==> src/rtl/nibble_add_seq.sv <==
// Nibble-serial adder sequencer driving one shared external 4-bit bitadder.
// Optional subtract mode is enabled with the NIBBLE_ADD_SUB_EN macro.
module nibble_add_seq #(
    parameter int NIBBLES = 4
) (
    input  logic                 clk,
    input  logic                 rst,
    input  logic                 start,
    input  logic [4*NIBBLES-1:0] op_a,
    input  logic [4*NIBBLES-1:0] op_b,
    input  logic                 cin,
`ifdef NIBBLE_ADD_SUB_EN
    input  logic                 sub,
`endif
    output logic                 busy,
    output logic                 done,
    output logic [4*NIBBLES-1:0] result,
    output logic                 cout,
    output logic [3:0]           add_a,
    output logic [3:0]           add_b,
    output logic                 add_c0,
    input  logic [3:0]           add_sol,
    input  logic                 add_c4
);

    localparam int W  = 4 * NIBBLES;
    localparam int IW = $clog2(NIBBLES);

    localparam logic IDLE = 1'b0;
    localparam logic RUN  = 1'b1;

    logic          state;
    logic [IW-1:0] idx;
    logic [W-1:0]  a_r;
    logic [W-1:0]  b_r;
    logic          carry_r;
    logic [W-1:0]  b_in;
    logic          c_in;
    logic          last;

    assign last = (idx == IW'(NIBBLES - 1));

    // Subtraction is A + ~B + 1, so only the latched B and carry differ.
    always_comb begin
        b_in = op_b;
        c_in = cin;
`ifdef NIBBLE_ADD_SUB_EN
        if (sub) begin
            b_in = ~op_b;
            c_in = 1'b1;
        end
`endif
    end

    always_comb begin
        add_a  = 4'h0;
        add_b  = 4'h0;
        add_c0 = 1'b0;
        if (state == RUN) begin
            add_a  = a_r[4*idx +: 4];
            add_b  = b_r[4*idx +: 4];
            add_c0 = carry_r;
        end
    end

    always_ff @(posedge clk or posedge rst) begin
        if (rst) begin
            state   <= IDLE;
            idx     <= '0;
            a_r     <= '0;
            b_r     <= '0;
            carry_r <= 1'b0;
            busy    <= 1'b0;
            done    <= 1'b0;
            cout    <= 1'b0;
            result  <= '0;
        end else begin
            done <= 1'b0;
            case (state)
                IDLE: begin
                    if (start) begin
                        a_r     <= op_a;
                        b_r     <= b_in;
                        carry_r <= c_in;
                        idx     <= '0;
                        busy    <= 1'b1;
                        state   <= RUN;
                    end
                end
                RUN: begin
                    result[4*idx +: 4] <= add_sol;
                    carry_r            <= add_c4;
                    if (last) begin
                        cout  <= add_c4;
                        busy  <= 1'b0;
                        done  <= 1'b1;
                        idx   <= '0;
                        state <= IDLE;
                    end else begin
                        idx <= idx + IW'(1);
                    end
                end
                default: state <= IDLE;
            endcase
        end
    end

endmodule
==> config.mk <==
export PLATFORM = sky130hd
export DESIGN_NAME = nibble_add_seq
export DESIGN_NICKNAME = d
export VERILOG_FILES = /design/src/rtl/nibble_add_seq.sv
export SDC_FILE = /design/constraint.sdc
export NUM_CORES = 1
export LEC_CHECK = 0
export ABC_AREA = 1
export CAP_MARGIN = 20
export CORE_ASPECT_RATIO = 1.5
export CORE_UTILIZATION = 43
export DETAILED_ROUTE_END_ITERATION = 6
export PLACE_DENSITY = 0.75
export SLEW_MARGIN = 10
export SYNTH_ARGS = -nofsm -noshare
export SYNTH_HDL_FRONTEND = slang
export SYNTH_SLANG_ARGS = --single-unit
==> constraint.sdc <==
create_clock -name clk -period 1.4 [get_ports clk]
set_input_delay 0.14 -clock clk [delete_from_list [all_inputs] [get_ports clk]]
set_output_delay 0.14 -clock clk [all_outputs]
set_load 0.03 [all_outputs]
======== After elaboration in Yosys (flattened, before gate mapping) ========
Cells that the tools add are included.
cells by class
  multipliers ............................. 0
  equal/unequal tests ..................... 3
  bitwise gates (word level) .............. 1
  reductions and logical operators ........ 3
  divide/modulo/power cells ............... 0
  shift operators ......................... 4
  muxes and demuxes ....................... 17
  order comparisons ....................... 0
  add/subtract/negate cells ............... 2
operator list
  kind                     number
  $neg 4->34               1
  $shift 4x34->16 const A  1
  $shiftx 4x34->16         1
  $shiftx 16x5->4          2
  $bwmux 16                1
  $mux 1                   8
  $mux 4                   2
  $pmux 1 s2               3
  $reduce_and 2->1         3
  $mux 2                   2
  $pmux 2 s2               1
  $add 2x1->2 const B      1
  $eq 2x2->1 const B       1
  $ne 2x1->1 const B       1
  $ne 2x2->1 const B       1
  $not 1->1                1
word-level totals
  bits in read-only memories .............. 0
  RAM bits ................................ 0
  register bits ........................... 55
  memories ................................ 0
  logic and storage cells ................. 39
  bits in latches ......................... 0
  input bits .............................. 41
  output and inout port bits .............. 28

======== Depth between registers and ports, before layout ========
  depth in word-level cells ............... 3
  mapped depth ............................ 9
  gate-level depth less buffers ........... 7

======== Worst setup path after synthesis ========
Ideal clock, no wire load.
  path kind ............................... reg-to-output
  from .................................... register idx[0]
  to ...................................... output port add_b[3]
  stages on the path, launching flop included .. 7
  slack ................................... -0.092 ns
  required time ........................... 1.260 ns
  arrival time ............................ 1.352 ns
  path buffers ............................ 2
  path through ............................ dfrtp_1 buf_4 inv_2 buf_4 nand2_1 nand3_1 a21oi_1
on the way
  longest elaborated chain between the ends .. 2
ends and longest elaborated chain
  element                   line  text
  start: declaration        33    logic [IW-1:0] idx;
  start signal: assignment  100   idx <= idx + IW'(1);
  $shiftx 16x5->4           61    add_b = b_r[4*idx +: 4];
  $mux 4                    59    if (state == RUN) begin
  end: declaration          20    output logic [3:0] add_b,
No other way between the ends.

======== Worst setup path after layout ========
  from .................................... register idx[0]
  to ...................................... output port add_b[1]
The elaborated chain is that of the path after synthesis.

==> impl_metrics.xml <==
<?xml version="1.0" encoding="UTF-8"?>
<metrics>
  <group name="grt">
    <metric name="grt_antenna_before_repair" unit="">0</metric>
    <metric name="pin_count_of_the_biggest_net_entering_global_routing" unit="">56</metric>
    <metric name="grt_use_total" unit="">0.2155</metric>
    <metric name="first_global_vias" unit="">2413</metric>
    <metric name="grt_first_pass_wirelength" unit="um">10620</metric>
    <metric name="grt.overflow.total" unit="">0</metric>
  </group>
  <group name="sta">
    <metric name="max_slew_margin_vs_limit" unit="">0.7983</metric>
    <metric name="min_period_over_period" unit="">1.124</metric>
    <metric name="final.min_clock_period" unit="ns">1.574</metric>
    <metric name="finalHoldViolations" unit="">0</metric>
    <metric name="fin_skew" unit="ns">0.008503</metric>
    <metric name="finalHoldWorstSlack" unit="ns">0.2397</metric>
    <metric name="final-setup-viol-count" unit="">25</metric>
    <metric name="tightest_slew" unit="ns">0.3038</metric>
    <metric name="setup-tns-final" unit="ns">-2.254</metric>
    <metric name="fmaxAchievable" unit="GHz">0.6355</metric>
    <metric name="post_layout_worst_setup_margin" unit="ns">-0.1736</metric>
    <metric name="grt_setup_unrepaired" unit="">yes</metric>
    <metric name="timing.final.max_slew_violations" unit="">0</metric>
  </group>
  <group name="clocking">
    <metric name="cts_root_buffer" unit="">sky130_fd_sc_hd__clkbuf_8</metric>
    <metric name="cts-root-to-sink-buffers" unit="">2</metric>
    <metric name="clk_pin_slew" unit="ns">0.10</metric>
    <metric name="number_of_hold_repair_buffers_added_at_the_cts_stage" unit="">0</metric>
    <metric name="tritoncts_num_sinks" unit="">55</metric>
    <metric name="tritoncts" unit="">yes</metric>
    <metric name="htree_num_levels" unit="">2</metric>
    <metric name="clock_latency" unit="ns">0.30</metric>
    <metric name="cts-buffers-inserted" unit="">5</metric>
  </group>
  <group name="synthesis">
    <metric name="netlist_instances" unit="">317</metric>
    <metric name="yosysTopAreaCellShare" unit="">0.5329</metric>
    <metric name="synth.avg_cell_area" unit="um2">8.147</metric>
    <metric name="netlist_area" unit="um2">2582</metric>
    <metric name="synth.area.top_cells" unit="">sky130_fd_sc_hd__dfrtp_1, sky130_fd_sc_hd__nand2_1, sky130_fd_sc_hd__inv_1</metric>
    <metric name="post_synthesis_sequential_element_count" unit="">55</metric>
    <metric name="yosys-top-cells-count" unit="">sky130_fd_sc_hd__nand2_1, sky130_fd_sc_hd__dfrtp_1, sky130_fd_sc_hd__inv_1</metric>
    <metric name="postSynth.asyncResetShare" unit="">1.000</metric>
    <metric name="synth.yosys.seq_area_share" unit="">0.5329</metric>
    <metric name="yosysTopAreaCell" unit="">sky130_fd_sc_hd__dfrtp_1</metric>
    <metric name="synth_enable_flop_cells" unit="">0</metric>
    <metric name="netlist-cell-type-count" unit="">18</metric>
    <metric name="synth_warnings" unit="">0</metric>
    <metric name="yosys.cell_count.top_type" unit="">sky130_fd_sc_hd__nand2_1</metric>
    <metric name="syn_nets" unit="">364</metric>
    <metric name="synth-main-ff-cell" unit="">sky130_fd_sc_hd__dfrtp_1</metric>
  </group>
  <group name="route">
    <metric name="final_antenna_net_count" unit="">0</metric>
    <metric name="route.detailed.drc" unit="">0</metric>
    <metric name="routed_via_density" unit="">4.960</metric>
    <metric name="via_count" unit="">2381</metric>
    <metric name="drt-total-wl" unit="um">6529</metric>
    <metric name="drt-wirelength-per-cell" unit="um">13.60</metric>
    <metric name="drt_iter0_drc" unit="">112</metric>
    <metric name="number_of_detailed_route_iterations_in_the_first_pass" unit="">4</metric>
  </group>
  <group name="floorplan">
    <metric name="fp-row-count" unit="">34</metric>
    <metric name="io_pins" unit="">69</metric>
    <metric name="die_width" unit="um">65.28</metric>
    <metric name="coreArea" unit="um2">5786</metric>
    <metric name="design.die.area" unit="um2">6326</metric>
    <metric name="fp.dieH" unit="um">96.92</metric>
    <metric name="start_util" unit="">0.4464</metric>
  </group>
  <group name="critical_path">
    <metric name="critical_path.slowest_cell" unit="">sky130_fd_sc_hd__dfrtp_2</metric>
    <metric name="critical_path.startpoint_type" unit="">flip-flop</metric>
    <metric name="worst-setup-path-type" unit="">flip-flop to output pin</metric>
    <metric name="timing.critical_path.fanout_max" unit="">6</metric>
    <metric name="slowest_delay" unit="ns">0.45</metric>
    <metric name="worstPathRequired" unit="ns">1.26</metric>
    <metric name="crit_chain" unit="">inv_4 -&gt; buf_8 -&gt; nand2_4 -&gt; nand3_2 -&gt; a21oi_2 -&gt; buf_6</metric>
    <metric name="critPathCaptureType" unit="">output pin</metric>
    <metric name="crit_arrival" unit="ns">1.43</metric>
    <metric name="worst-r2r-cell-count" unit="">9</metric>
  </group>
  <group name="placement">
    <metric name="gpl.final_weighted_congestion" unit="">0.8354</metric>
    <metric name="hpwlAfterDp" unit="um">4392</metric>
    <metric name="buffer_ports.inserted" unit="">68</metric>
    <metric name="dp_worst_setup_slack" unit="ns">0.04487</metric>
  </group>
  <group name="pwr">
    <metric name="power.total" unit="mW">9.962</metric>
    <metric name="leakagePower" unit="nW">1.901</metric>
    <metric name="ir_drop" unit="mV">1.659</metric>
    <metric name="power_density_over_the_cells" unit="nW/um2">2553</metric>
  </group>
  <group name="layout">
    <metric name="filler_cell_count" unit="">460</metric>
    <metric name="drive_gt1_frac" unit="">0.2770</metric>
    <metric name="syn_to_final_growth" unit="%">51.11</metric>
    <metric name="final_nets" unit="">454</metric>
    <metric name="antenna_cells" unit="">0</metric>
  </group>
  <group name="status">
    <metric name="outcome" unit="">complete, but fails checks</metric>
    <metric name="failed_checks" unit="">setup timing</metric>
  </group>
  <group name="job">
    <metric name="number_of_max_cap_violations" unit="">0</metric>
  </group>
  <group name="hold_path">
    <metric name="class_of_the_worst_hold_path" unit="">primary input to async pin</metric>
  </group>
</metrics>
## repair_timing
item / CTS / global route
pin swaps: 10 / 24
cloned: 1 / 0
resized for setup: 63 / 51
endpoints found under the setup margin: 27 / 24
hold endpoints to repair: 0 / 0
buffers inserted: 4 / 8
## metrics by stage
step,area (um2),utilization,instances
5_1_grt,3902,0.6745,480
2_1_floorplan,2636,-,317
6_report,3902,0.6745,480
3_5_place_dp,3420,0.5910,459
3_3_place_gp,3420,0.5910,459
4_1_cts,3682,0.6365,472
## critical path, delay by kind of cell, from the launching register on
kind                   cells  cell delay, ns
and+or+nand+nor            2            0.13
AOI/OAI and AO/OA          1            0.18
DFF                        1            0.45
buffers and inverters      3            0.36
## kinds of logic after synthesis
logic type	synth area share
AOI/OAI and AO/OA	0.1056
adders and majority gates	0.02907
buffers and inverters	0.1119
and+or+nand+nor	0.2205
DFF	0.5329
## cell type report
class / instances / area [um2] / share of cell area
repair buffers: 96 / 945.9 / 0.2424
multi-input cells: 202 / 1196 / 0.3065
clock inverters: 1 / 7.507 / 0.001924
inverters: 47 / 188.9 / 0.04841
clock buffers: 7 / 96.34 / 0.02469
flip-flops and latches: 55 / 1378 / 0.3530
well taps: 72 / 90.09 / 0.02308
## per-layer routing
layer  global-route usage  vias to the layer above  share of wire
li1                     -                     1170              -
met1               0.2578                     1110           0.40
met2               0.3632                       83           0.53
met3              0.04481                       18          0.043
met4              0.09532                        0          0.032
met5                    0                        -              0
## state kept, by name (all words and copies together) (netlist names)
signal	count
state	1
done	1
busy	1
a_r	16
result	16
carry_r	1
idx	2
b_r	16
cout	1
## report_power, final
group          switching, mW  internal, mW
sequential             0.316          2.34
clock                  0.506         0.451
combinational           3.77          2.58
total                   4.59          5.37
## layout by cell type (no fill, tap or decap), drive strengths merged, types with 3 or more instances in the layout
cell           synthesis  final
o21ai                 44     44
clkbuf                 1      7
nand3                 21     21
nand4                  3      3
inv                   46     45
nor2                   8      8
a21oi                  8      8
dlygate4sd2            0     19
buf                   12     37
nand2                110    110
clkdlybuf4s50          0     40
ha                     6      6
dfrtp                 55     55
## path summary, 6_finish.rpt
| kind | startpoint | end | slack [ns] |
|---|---|---|---|
| worst max-delay path | idx[0] | add_b[1] | -0.17 |
| worst min-delay path | rst | b_r[13] | 0.24 |
| worst max register to register | idx[0] | result[13] | -0.11 |
| worst min register to register | result[10] | result[10] | 0.49 |
| max in group asynchronous | rst | idx[0] | 0.90 |
| min in group clk | op_b[0] | b_r[0] | 0.37 |
Note: power is estimated with default switching activity, not from simulation.
